File: src/rtl/ifetch_byte_reader_pkg.sv
// rtl/ifetch_byte_reader_pkg.sv - shared fetch-core types: instruction width, field layout, fetch FSM states
package ifetch_byte_reader_pkg;

  localparam int INST_W = 32;

  // Decoder view of an assembled word, MSB first.
  typedef struct packed {
    logic [11:0] imm12;
    logic [3:0]  func;
    logic [5:0]  rs;
    logic [5:0]  rd;
    logic [3:0]  cls;
  } inst_fields_t;

  typedef enum logic [1:0] {
    ST_IDLE,
    ST_REQ,
    ST_WAIT,
    ST_HALT
  } fetch_state_t;

endpackage

File: src/rtl/ifetch_byte_reader_fifo.sv
// rtl/ifetch_byte_reader_fifo.sv - small synchronous FIFO with flush, holding {pc, inst} entries
module ifetch_fifo #(
  parameter int DEPTH = 2,
  parameter int WIDTH = 48
) (
  input  logic             clk,
  input  logic             rst,
  input  logic             flush,
  input  logic             push,
  input  logic [WIDTH-1:0] push_data,
  input  logic             pop,
  output logic [WIDTH-1:0] pop_data,
  output logic             full,
  output logic             empty
);

  localparam int PW = (DEPTH > 1) ? $clog2(DEPTH) : 1;

  logic [WIDTH-1:0] mem [DEPTH];
  logic [PW-1:0]    wr_ptr;
  logic [PW-1:0]    rd_ptr;
  logic [PW:0]      count;
  logic             do_push;
  logic             do_pop;

  assign full     = (count == (PW+1)'(DEPTH));
  assign empty    = (count == '0);
  assign do_push  = push && (!full || pop);
  assign do_pop   = pop && !empty;
  assign pop_data = mem[rd_ptr];

  // Storage is cleared on reset so the head reads as zero before the first push.
  always_ff @(posedge clk or posedge rst) begin
    if (rst) begin
      for (int i = 0; i < DEPTH; i++) mem[i] <= '0;
      wr_ptr <= '0;
      rd_ptr <= '0;
      count  <= '0;
    end else if (flush) begin
      wr_ptr <= '0;
      rd_ptr <= '0;
      count  <= '0;
    end else begin
      if (do_push) begin
        mem[wr_ptr] <= push_data;
        wr_ptr      <= wr_ptr + PW'(1);
      end
      if (do_pop) rd_ptr <= rd_ptr + PW'(1);
      count <= count + (PW+1)'(do_push) - (PW+1)'(do_pop);
    end
  end

endmodule

File: src/rtl/ifetch_byte_reader.sv
// rtl/ifetch_byte_reader.sv - per-thread fetch front end assembling 32-bit words from a byte-wide memory port
module ifetch_byte_reader
  import ifetch_byte_reader_pkg::*;
#(
  parameter int            AW       = 16,
  parameter logic [AW-1:0] RESET_PC = '0,
  parameter int            FIFO_D   = 2
) (
  input  logic              clk,
  input  logic              rst,
  input  logic              enable,
  input  logic              redir_valid,
  input  logic [AW-1:0]     redir_pc,
  output logic              mem_req,
  output logic [AW-1:0]     mem_addr,
  input  logic              mem_gnt,
  input  logic              mem_rvalid,
  input  logic [7:0]        mem_rdata,
  output logic              inst_valid,
  input  logic              inst_ready,
  output logic [INST_W-1:0] inst_word,
  output logic [AW-1:0]     inst_pc,
  output logic              fault
);

  fetch_state_t         state;
  logic [AW-1:0]        pc;
  logic [1:0]           cnt;
  logic [23:0]          lanes;
  logic                 discard;
  logic                 full;
  logic                 empty;
  logic                 push;
  logic                 pop;
  logic [AW+INST_W-1:0] push_data;
  logic [AW+INST_W-1:0] head;

  assign push       = (state == ST_WAIT) && mem_rvalid && (cnt == 2'd3) && !redir_valid;
  assign pop        = !empty && inst_ready && !redir_valid;
  assign push_data  = {pc, mem_rdata, lanes};
  assign inst_valid = !empty;
  assign inst_pc    = head[AW+INST_W-1 -: AW];
  assign inst_word  = head[INST_W-1:0];

  ifetch_fifo #(
    .DEPTH(FIFO_D),
    .WIDTH(AW + INST_W)
  ) u_fifo (
    .clk       (clk),
    .rst       (rst),
    .flush     (redir_valid),
    .push      (push),
    .push_data (push_data),
    .pop       (pop),
    .pop_data  (head),
    .full      (full),
    .empty     (empty)
  );

  always_ff @(posedge clk or posedge rst) begin
    if (rst) begin
      state    <= ST_IDLE;
      pc       <= RESET_PC;
      cnt      <= '0;
      lanes    <= '0;
      discard  <= 1'b0;
      fault    <= 1'b0;
      mem_req  <= 1'b0;
      mem_addr <= RESET_PC;
    end else if (redir_valid) begin
      pc       <= redir_pc;
      cnt      <= '0;
      mem_req  <= 1'b0;
      mem_addr <= redir_pc;
      // A byte still owed by memory must be swallowed before the next request goes out.
      discard  <= ((state == ST_WAIT) && !mem_rvalid) ||
                  ((state == ST_REQ) && mem_gnt) ||
                  (discard && !mem_rvalid);
      if (redir_pc[1:0] != 2'b00) begin
        fault <= 1'b1;
        state <= ST_HALT;
      end else begin
        fault <= 1'b0;
        state <= ST_IDLE;
      end
    end else begin
      if (discard && mem_rvalid) discard <= 1'b0;
      case (state)
        ST_IDLE: begin
          if (enable && !full && !fault && !discard) begin
            state    <= ST_REQ;
            mem_req  <= 1'b1;
            mem_addr <= pc;
          end
        end
        ST_REQ: begin
          if (mem_gnt) begin
            state   <= ST_WAIT;
            mem_req <= 1'b0;
          end
        end
        ST_WAIT: begin
          if (mem_rvalid) begin
            if (cnt == 2'd3) begin
              pc    <= pc + AW'(4);
              cnt   <= '0;
              state <= ST_IDLE;
            end else begin
              case (cnt)
                2'd0:    lanes[7:0]   <= mem_rdata;
                2'd1:    lanes[15:8]  <= mem_rdata;
                default: lanes[23:16] <= mem_rdata;
              endcase
              cnt      <= cnt + 2'd1;
              state    <= ST_REQ;
              mem_req  <= 1'b1;
              mem_addr <= pc + AW'(cnt) + AW'(1);
            end
          end
        end
        default: ;
      endcase
    end
  end

endmodule
File: config.mk
export PLATFORM = sky130hd
export DESIGN_NAME = ifetch_byte_reader
export DESIGN_NICKNAME = d
export VERILOG_FILES = /design/src/rtl/ifetch_byte_reader_pkg.sv /design/src/rtl/ifetch_byte_reader_fifo.sv /design/src/rtl/ifetch_byte_reader.sv
export SDC_FILE = /design/constraint.sdc
export NUM_CORES = 1
export LEC_CHECK = 0
export ABC_AREA = 1
export BUFFER_PORTS_ARGS = -buffer_cell sky130_fd_sc_hd__buf_2
export CAP_MARGIN = 10
export CORE_MARGIN = 10
export CORE_UTILIZATION = 40
export CTS_CLUSTER_SIZE = 28
export DETAILED_ROUTE_END_ITERATION = 10
export SLEW_MARGIN = 0
export SYNTH_ARGS = -nofsm -noshare
export SYNTH_HDL_FRONTEND = slang
export SYNTH_HIERARCHICAL = 1
export SYNTH_SLANG_ARGS = --single-unit
File: constraint.sdc
create_clock -name clk -period 5.7 [get_ports clk]
set_input_delay 0.285 -clock clk [delete_from_list [all_inputs] [get_ports clk]]
set_output_delay 0.285 -clock clk [all_outputs]
set_load 0.01 [all_outputs]
Word level (Yosys, flattened, before mapping)
Cells that the tools add are included.
{ "op_classes": {"bitwise": 5, "reduce_logical": 46, "muxes": 40, "magnitude_cmp": 3, "addsub": 8, "n_eq_ne": 9} }
{ "op_table": {"columns": ["cell", "count"], "rows": [
  ["48-bit 2-to-1 mux", 4],
  ["16-bit 2-to-1 mux", 8],
  ["96-bit bitwise mux", 1],
  ["48-bit demux with 1-bit select", 1],
  ["16-bit one-hot mux with 2 select lines", 1],
  ["2-bit 2-to-1 mux", 10],
  ["5-bit AND reduction", 4],
  ["16-bit by 1-bit adder with 16-bit output, second input constant", 1],
  ["16-bit by 2-bit adder with 16-bit output", 1],
  ["16-bit by 3-bit adder with 16-bit output, second input constant", 1],
  ["1-bit logical AND", 15],
  ["2-bit nonzero test", 7],
  ["1-bit 2-to-1 mux", 13],
  ["3-bit inequality test, second input constant", 4],
  ["4-bit AND reduction", 2],
  ["2-bit equality test, second input constant", 3],
  ["1-bit zero test", 6],
  ["2-bit zero test", 3],
  ["2-bit one-hot mux with 3 select lines", 1],
  ["2-bit by 1-bit equality test with 1-bit output, second input constant", 2],
  ["2-bit greater-or-equal comparator, second input constant", 2],
  ["1-bit NOT with 2-bit output", 2],
  ["2-bit AND reduction", 2],
  ["4-bit nonzero test", 1],
  ["11 further kinds", 16]
]} }
{ "word_totals": {"in_bits": 31, "register_bits": 163} }

Longest topological paths before layout
Gate-level depths: netlist (run 1).
{ "depth": {"depth_word": 9, "mapped_depth": 16, "depth_no_buf": 14} }

By module
Netlist (run 1), hierarchy kept.
{ "modules_own_cells": {"columns": ["module", "cells_per_inst", "area_per_inst_um2", "instances"], "rows": [
  ["ifetch_fifo", 618, 4805.9, 1],
  ["ifetch_byte_reader", 459, 3418.3, 1]
]} }

Worst setup path before layout (run 1)
No wires, ideal clock.
{ "synth_path": {"path_type": "reg2reg", "startpoint": "register state[0]", "endpoint": "register u_fifo.count[1]", "setup_ns": 0.119, "t_arrival_ns": 2.251, "stages_incl_launch_ff": 16, "setup_slack_ns": 3.330, "path_cell_list": "dfrtp_1 inv_1 nand2_2 nor2_4 inv_2 nor2_1 nand2_1 inv_1 buf_2 buf_2 nand2_1 ha_1 inv_1 ha_1 a21oi_1 nor2_1"} }
{ "synth_via": {"elab_chain_cells": 8} }
{ "synth_lines": {"columns": ["item", "line", "text"], "rows": [
  ["start: declaration", "ifetch_byte_reader.sv:26", "fetch_state_t state;"],
  ["start signal: assignment", "ifetch_byte_reader.sv:62", "state <= ST_IDLE;"],
  ["start signal: assignment", "ifetch_byte_reader.sv:81", "state <= ST_HALT;"],
  ["start signal: assignment", "ifetch_byte_reader.sv:84", "state <= ST_IDLE;"],
  ["2-bit equality test", "ifetch_byte_reader.sv:38", "assign push = (state == ST_WAIT) && mem_rvalid && (cnt == 2'd3) && !redir_valid;"],
  ["1-bit logical AND (3 in a row)", "ifetch_byte_reader.sv:38", null],
  ["via push", "ifetch_byte_reader.sv:33", "logic push;"],
  ["1-bit logical AND", "ifetch_byte_reader_fifo.sv:28", "assign do_push = push && (!full || pop);"],
  ["2-bit by 1-bit adder with 2-bit output", "ifetch_byte_reader_fifo.sv:49", "count <= count + (PW+1)'(do_push) - (PW+1)'(do_pop);"],
  ["2-bit by 1-bit subtractor with 2-bit output", "ifetch_byte_reader_fifo.sv:49", null],
  ["2-bit 2-to-1 mux", "ifetch_byte_reader_fifo.sv:39", "end else if (flush) begin"],
  ["end signal: assignment", "ifetch_byte_reader_fifo.sv:49", null],
  ["end: declaration", "ifetch_byte_reader_fifo.sv:22", "logic [PW:0] count;"]
]} }
The timed path passes the listed nets, and every way through them passes these cells.
A chain may end at the register's enable or synchronous reset.

Worst setup path after layout (run 1)
{ "layout_path": {"startpoint": "register cnt[0]", "endpoint": "register u_fifo.count[0]"} }
{ "layout_via": {"elab_chain_cells": 7} }
{ "layout_lines": {"columns": ["item", "line", "text"], "rows": [
  ["start: declaration", "ifetch_byte_reader.sv:28", "logic [1:0] cnt;"],
  ["start signal: assignment", "ifetch_byte_reader.sv:114", "cnt <= cnt + 2'd1;"],
  ["2-bit equality test", "ifetch_byte_reader.sv:38", null],
  ["1-bit logical AND (2 in a row)", "ifetch_byte_reader.sv:38", null],
  ["via push", "ifetch_byte_reader.sv:33", null],
  ["1-bit logical AND", "ifetch_byte_reader_fifo.sv:28", null],
  ["2-bit by 1-bit adder with 2-bit output", "ifetch_byte_reader_fifo.sv:49", null],
  ["2-bit by 1-bit subtractor with 2-bit output", "ifetch_byte_reader_fifo.sv:49", null],
  ["2-bit 2-to-1 mux", "ifetch_byte_reader_fifo.sv:39", null]
]} }
The timed path passes the listed nets, and every way through them passes these cells.

==> results.sh, run 1 <==
export IMPL_viasPerCell=5.084
export IMPL_synth_distinct_cells=37
export IMPL_clkSinkCount=163
export IMPL_min_path_type="input port to flip-flop"
export IMPL_antenna_found_initial=0
export IMPL_start_util_pct=40.64
export IMPL_synth_seq_cells=163
export IMPL_synthToLayoutAreaGrowth_pct=14.61
export IMPL_crit_path_start_kind="flip-flop"
export IMPL_finalHoldViolCount=0
export IMPL_routed_wl_um=22410
export IMPL_synth_seq_area_share_pct=49.60
export IMPL_grt_setup_unrepaired="no"
export IMPL_nets=1180
export IMPL_n_fill_cell=2036
export IMPL_utilization_pct=46.58
export IMPL_clockBufferDepth=2
export IMPL_synth_area_top_cells="dfrtp_1 50%, nand2_1 22%, nand4_1 7.4%"
export IMPL_powerDensity_nw_per_um2=321.9
export IMPL_synth_xor_area_share_pct=0.1065
export IMPL_max_cap_violations=0
export IMPL_yosysTopAreaCellShare_pct=49.60
export IMPL_drv_slew=0
export IMPL_num_antenna_cells=0
export IMPL_fp_row_count=52
export IMPL_status="finished, final reports clean"
export IMPL_track_usage_pct=17.04
export IMPL_cts_max_level=4
export IMPL_wire_per_inst_um=15.75
export IMPL_portBuffers=97
export IMPL_grt_pass1_wl_um=36890
export IMPL_syn_nets=1117
export IMPL_slowest_delay_ns=0.68
export IMPL_dp_hpwl_um=14600
export IMPL_crit_fanout=77
export IMPL_path_class="flip-flop to flip-flop"
export IMPL_ctsResizeCount=0
export IMPL_drc=0
export IMPL_synthAdderAreaFrac_pct=1.461
export IMPL_p_leak_nw=5.275
export IMPL_max_freq_mhz=288.3
export IMPL_vias=7234
export IMPL_fp_dieW_um=163.4
export IMPL_grt_pass1_vias=7151
export IMPL_critPathSlowestCell="buf_4"
export IMPL_critical_path_cell_chain="ha_1 -> inv_1 -> nor2_1 -> nand2_1 -> inv_2 -> buf_4 -> nand2_1 -> ha_1 -> inv_1 -> ha_1 -> inv_1 -> nor2_1"
export IMPL_root_buffer="clkbuf_16"
export IMPL_final_setup_tns_ns=0
export IMPL_critical_path_arrival_ns=3.75
export IMPL_yosys_warnings=6
export IMPL_post_cts_repair_setup_buffers=0
export IMPL_period_share_pct=60.85
export IMPL_ios=98
export IMPL_final_setup_viol_count=0
export IMPL_clkLatencyLatePin_ns=0.43
export IMPL_overflow=0
export IMPL_syn_inst=1077
export IMPL_clkSlewWorstSetupHoldPaths_ns=0.07
export IMPL_dieHeight_um=163.4
export IMPL_synth_top_family_by_area="simple AND/OR/NAND/NOR gates"
export IMPL_dr_pass1_iters=5
export IMPL_yosysTopAreaCell="dfrtp_1"
export IMPL_synth_simple_area_share_pct=35.05
export IMPL_gp_routability_congestion=0.8510
export IMPL_crit_required_ns=5.98
export IMPL_cts_tree="yes"
export IMPL_ir_drop_mv=0.2098
export IMPL_clock_skew_ns=0.01059
export IMPL_slew_headroom_pct=20.45
export IMPL_drive_gt1_share_pct=13.70
export IMPL_synth_compound_area_share_pct=6.283
export IMPL_cp_end_kind="flip-flop"
export IMPL_syn_cell_area_um2=8224
export IMPL_cts_inserted_buffers=17
export IMPL_first_iter_violations=592
export IMPL_period_needed_ns=3.469
export IMPL_drtAntennaViolNets=0
export IMPL_worst_slew_pin_slew_ns=1.192
export IMPL_muxShareOfSynthArea_pct=0
export IMPL_core_area_um2=20230
export IMPL_grt_max_degree=100
export IMPL_syn_area_per_cell_um2=7.636
export IMPL_dieArea_um2=26700
-- synth_stat cells --
cell type / number
nor3_1: 2
dfrtp_1: 163
clkbuf_1: 20
ha_1: 8
o22ai_1: 1
o21bai_1: 3
fa_1: 1
o21ai_2: 1
o21ai_1: 16
nand3b_1: 1
a31oi_1: 3
nand3_1: 29
buf_2: 22
buf_4: 12
nand3_4: 1
nand4_2: 1
buf_1: 8
xor2_1: 1
a21boi_0: 4
inv_2: 3
nor3_4: 1
nor2_2: 1
o211ai_1: 5
o221ai_1: 2
o21ai_0: 34
a21oi_1: 17
a21boi_1: 3
nand2_1: 484
inv_1: 77
nor2_1: 44
a22oi_1: 1
nand2_2: 4
a32o_1: 1
nand3_2: 2
buf_6: 1
nand4_1: 97
nor2_4: 3
-- power by group --
part | internal, W | leakage [nW] | switching [W]
registers | 0.00130 | 2.18 | 0.000120
logic | 0.000163 | 2.80 | 0.000285
clock network | 0.000662 | 0.289 | 0.000504
total | 0.00213 | 5.27 | 0.000909
-- final cells by class --
class	instances	area, um2	area share (%)
repair buffers	107	583.1	6.186
well taps	270	337.8	3.584
clock inverters	14	150.1	1.593
multi-input cells	771	3533	37.49
inverters	80	302.8	3.213
flip-flops and latches	163	4079	43.28
clock buffers	18	439.2	4.659
-- metal layers --
metal  routed length [um]  global-route usage, %
met2                10750                  28.07
met1                10130                  22.05
met3                 1302                  4.405
met5                    0                      0
met4                  225                  3.730
-- final timing paths --
| path | slack (ns) | end | from | depth (start not counted) |
|---|---|---|---|---|
| min in group asynchronous | 0.37 | u_fifo/mem[36]$_DFFE_PP0P_ | rst | 3 |
| min reg2reg | 0.47 | u_fifo/mem[22]$_DFFE_PP0P_ | u_fifo/mem[22]$_DFFE_PP0P_ | 2 |
| max reg2reg | 2.23 | u_fifo/count[0]$_DFF_PP0_ | cnt[0]$_DFFE_PP0P_ | 12 |
| max in group asynchronous | 4.02 | u_fifo/mem[56]$_DFFE_PP0P_ | rst | 4 |
| max | 2.23 | u_fifo/count[0]$_DFF_PP0_ | cnt[0]$_DFFE_PP0P_ | 12 |
| min | 0.11 | pc[14]$_DFFE_PP0P_ | redir_pc[14] | 3 |
-- cell families after synthesis --
family,count (synthesis)
AO/OA/AOI/OAI,91
flip-flops,163
adder cells (fa/ha/maj),9
XOR/XNOR,1
buffers and inverters,143
AND/OR/NAND/NOR,670
-- cell usage in the layout (no fill, tap or decap), types with 16 or more instances in the layout --
| cell type | instances |
|---|---|
| o21ai_1 | 16 |
| nand2_1 | 484 |
| buf_2 | 97 |
| dfrtp_1 | 163 |
| clkbuf_16 | 17 |
| o21ai_0 | 34 |
| nand3_1 | 29 |
| nor2_1 | 44 |
| inv_1 | 74 |
| a21oi_1 | 17 |
| nand4_1 | 97 |
-- worst max-delay path: cells and delay by family, from the launching register on --
kind                       cells  cell delay, ns
adders and majority gates      3            0.88
DFF                            1            0.39
buffers and inverters          5            1.23
and+or+nand+nor                4            0.80
-- registers in the layout (all words and copies together) (netlist names), 2 cells and up --
name / count
cnt: 2
lanes: 24
mem_addr: 16
pc: 16
state: 2
u_fifo/count: 2
u_fifo/mem: 96
-- timing repair --
item	4_1_cts	5_1_grt
hold endpoints to repair	21	0
endpoints found under the setup margin	0	0
hold buffers	1	0
-- per-stage QoR --
| stage | std cells | instance area (um2) | hold WS (ns) | power (W) | setup WS [ns] |
|---|---|---|---|---|---|
| 5_1_grt | 1423 | 9425 | 0.1351 | 0.003193 | 1.923 |
| 3_3_place_gp | 1389 | 8798 | 0.2726 | 0.001884 | 2.308 |
| 2_1_floorplan | 1077 | 8224 | 0.3502 | 0.001722 | 2.796 |
| 6_report | 1423 | 9425 | 0.1149 | 0.003034 | 2.231 |
| 4_1_cts | 1422 | 9398 | 0.1064 | 0.003060 | 2.256 |
| 3_5_place_dp | 1389 | 8798 | 0.2777 | 0.001891 | 2.251 |
Note: power is estimated with default switching activity, not from simulation.
==> run 2, diff against run 1 <==
Clock period 5.7 ns to 3.4 ns, I/O delays scaled along.
==> run 2 against run 1 <==
Clock-buffer cell count up 1; flip-flop and latch count unchanged; largest power group unchanged; highest routed layer unchanged; first-iteration DRC count up 15%; fmax up 31%.
==> results.sh, run 2 (same netlist as run 1, synthesis figures left out) <==
export IMPL_slew_headroom_pct=45.70
export IMPL_final_common_cell="nand2_1"
export IMPL_power_switching_w=0.001506
export IMPL_regMostFlops="u_fifo/mem"
export IMPL_final_cell_mix="484 x nand2_1, 163 x dfrtp_1, 97 x nand4_1, 97 x buf_2, 74 x inv_1"
export IMPL_fp_row_count=52
export IMPL_cp_end_kind="flip-flop"
export IMPL_drv_slew=0
export IMPL_track_usage_pct=16.98
export IMPL_portBuffers=97
export IMPL_critical_path_arrival_ns=2.96
export IMPL_dp_cells=1400
export IMPL_root_buffer="clkbuf_16"
export IMPL_routed_wl_um=22690
export IMPL_dp_hpwl_um=15100
export IMPL_status="finished, final reports clean"
export IMPL_first_iter_violations=683
export IMPL_gp_routability_congestion=0.8636
export IMPL_clock_skew_ns=0.009775
export IMPL_drtAntennaViolNets=0
export IMPL_start_util_pct=40.64
export IMPL_max_cap_violations=0
export IMPL_final_seq_area_um2=4079
export IMPL_slowest_delay_ns=0.56
export IMPL_cts_inserted_buffers=17
export IMPL_p_sw_share_pct=29.53
export IMPL_drc=0
export IMPL_crit_path_start_kind="flip-flop"
export IMPL_r2r_end="u_fifo/mem[79]$_DFFE_PP0P_"
export IMPL_overflow=0
export IMPL_synthToLayoutAreaGrowth_pct=16.04
export IMPL_final_setup_tns_ns=0
export IMPL_grt_setup_unrepaired="no"
export IMPL_multiInputGateArea_um2=3533
export IMPL_reg2reg_slack_ns=0.76
export IMPL_crit_top_cell="nand2_1"
export IMPL_grt_max_degree=83
export IMPL_vias=7238
export IMPL_finalHoldViolCount=0
export IMPL_crit_fanout=24
export IMPL_rr_worst_depth=10
export IMPL_n_fill_cell=2031
export IMPL_p_comb_share_pct=14.8
export IMPL_clkSinkCount=163
export IMPL_final_setup_viol_count=0
export IMPL_clkSlewWorstSetupHoldPaths_ns=0.07
export IMPL_crit_start="cnt[0]$_DFFE_PP0P_"
export IMPL_p_leak_nw=5.339
export IMPL_clkLatencyLatePin_ns=0.43
export IMPL_grt_pass1_vias=7050
export IMPL_max_freq_mhz=378.9
export IMPL_cts_max_level=4
export IMPL_period_share_pct=77.62
export IMPL_ir_drop_mv=0.3511
export IMPL_final_cells=1437
export IMPL_dieHeight_um=163.4
export IMPL_powerDensity_nw_per_um2=534.6
export IMPL_dieArea_um2=26700
export IMPL_wire_per_inst_um=15.79
export IMPL_ctsResizeCount=0
export IMPL_crit_required_ns=3.72
export IMPL_cts_tree="yes"
export IMPL_largest_reg_flops=96
export IMPL_path_class="flip-flop to flip-flop"
export IMPL_ios=98
export IMPL_intPower_w=0.003595
export IMPL_post_cts_repair_setup_buffers=0
export IMPL_r2r_start="cnt[0]$_DFFE_PP0P_"
export IMPL_seqPwrFrac_pct=46.7
export IMPL_power_share_clock_pct=38.6
export IMPL_top_regs="u_fifo/mem: 96 flops, lanes: 24 flops"
export IMPL_power_total_w=0.005101
export IMPL_num_antenna_cells=0
export IMPL_fp_dieW_um=163.4
export IMPL_viasPerCell=5.037
export IMPL_critical_path_cell_chain="ha_1 -> inv_1 -> nor2_1 -> buf_4 -> nand2_1 -> inv_2 -> nand3_2 -> buf_4 -> nand2_1 -> nand2_1"
export IMPL_utilization_pct=47.16
export IMPL_nets=1194
export IMPL_min_path_type="input port to flip-flop"
export IMPL_dr_pass1_iters=5
export IMPL_critPathCapture="u_fifo/mem[79]$_DFFE_PP0P_"
export IMPL_period_needed_ns=2.639
export IMPL_critPathSlowestCell="nand3_2"
export IMPL_antenna_found_initial=0
export IMPL_grt_pass1_wl_um=36790
export IMPL_clockBufferDepth=2
export IMPL_drive_gt1_share_pct=14.40
export IMPL_worst_slew_pin_slew_ns=0.8144
export IMPL_core_area_um2=20230
-- run 2: cell count changes in the layout (fill, tap and decap cells not counted) --
cell | previous run | this run
dlygate4sd3_1 | 1 | 5
clkinv_2 | 4 | 2
clkbuf_8 | 1 | 2
buf_4 | 8 | 18
buf_16 | 1 | 0
buf_12 | 0 | 1
inv_6 | 3 | 5
inv_8 | 1 | 0
-- run 2: power groups by stage --
stage               combinational [W]  sequential, W  clock [W]
CTS                          0.000774        0.00238    0.00201
detailed placement           0.000762        0.00241          0
floorplan                    0.000482        0.00241          0
global route                 0.000882        0.00241    0.00208
finish                       0.000755        0.00238    0.00197
global placement             0.000755        0.00241          0
-- run 2: final cells by class --
| class | instances | share of cell area (%) |
|---|---|---|
| clock inverters | 13 | 1.534 |
| repair buffers | 121 | 7.237 |
| clock buffers | 19 | 4.746 |
| flip-flops and latches | 163 | 42.74 |
| well taps | 270 | 3.540 |
| multi-input cells | 771 | 37.03 |
| inverters | 80 | 3.173 |
-- run 2: critical path: cells and delay by family, from the launching register on --
| family | cells | cell delay (ns) |
|---|---|---|
| AND/OR/NAND/NOR | 5 | 0.90 |
| flip-flops | 1 | 0.37 |
| adder cells (fa/ha/maj) | 1 | 0.29 |
| buffers and inverters | 4 | 0.96 |
-- run 2: per-layer routing --
layer | track usage [%] | part of all wire [%] | vias to the layer above
li1 | - | - | 3644
met1 | 21.97 | 45 | 3374
met2 | 27.87 | 48 | 197
met3 | 3.801 | 5.5 | 23
met4 | 4.877 | 1.4 | 0
met5 | 0 | 0 | -
-- run 2: how the worst min path moves through the flow --
stage                       startpoint  depth (start not counted)  slack (ns)                          to
after floorplan            redir_valid                          1        0.24   u_fifo/count[0]$_DFF_PP0_
after global placement             rst                          2        0.30       lanes[22]$_DFFE_PP0P_
after detailed placement           rst                          2        0.30       lanes[23]$_DFFE_PP0P_
after CTS                 mem_rdata[6]                          3       0.008  u_fifo/mem[78]$_DFFE_PP0P_
after global routing      mem_rdata[1]                          3        0.02  u_fifo/mem[73]$_DFFE_PP0P_
final                      redir_pc[4]                          3        0.02           pc[4]$_DFFE_PP0P_
-- run 2: timing repair --
item | CTS | global route
hold endpoints to repair | 86 | 0
hold buffers | 5 | 0
setup endpoints to repair | 0 | 0
-- run 2: per-stage QoR --
stage	setup WS [ns]	hold slack [ns]	area, um2
after floorplan	0.6112	0.2352	8224
after CTS	0.7310	0.008184	9543
final	0.7611	0.01915	9543
after detailed placement	0.7868	0.3036	8894
after global placement	0.8600	0.2977	8894
after global routing	0.5925	0.02381	9543
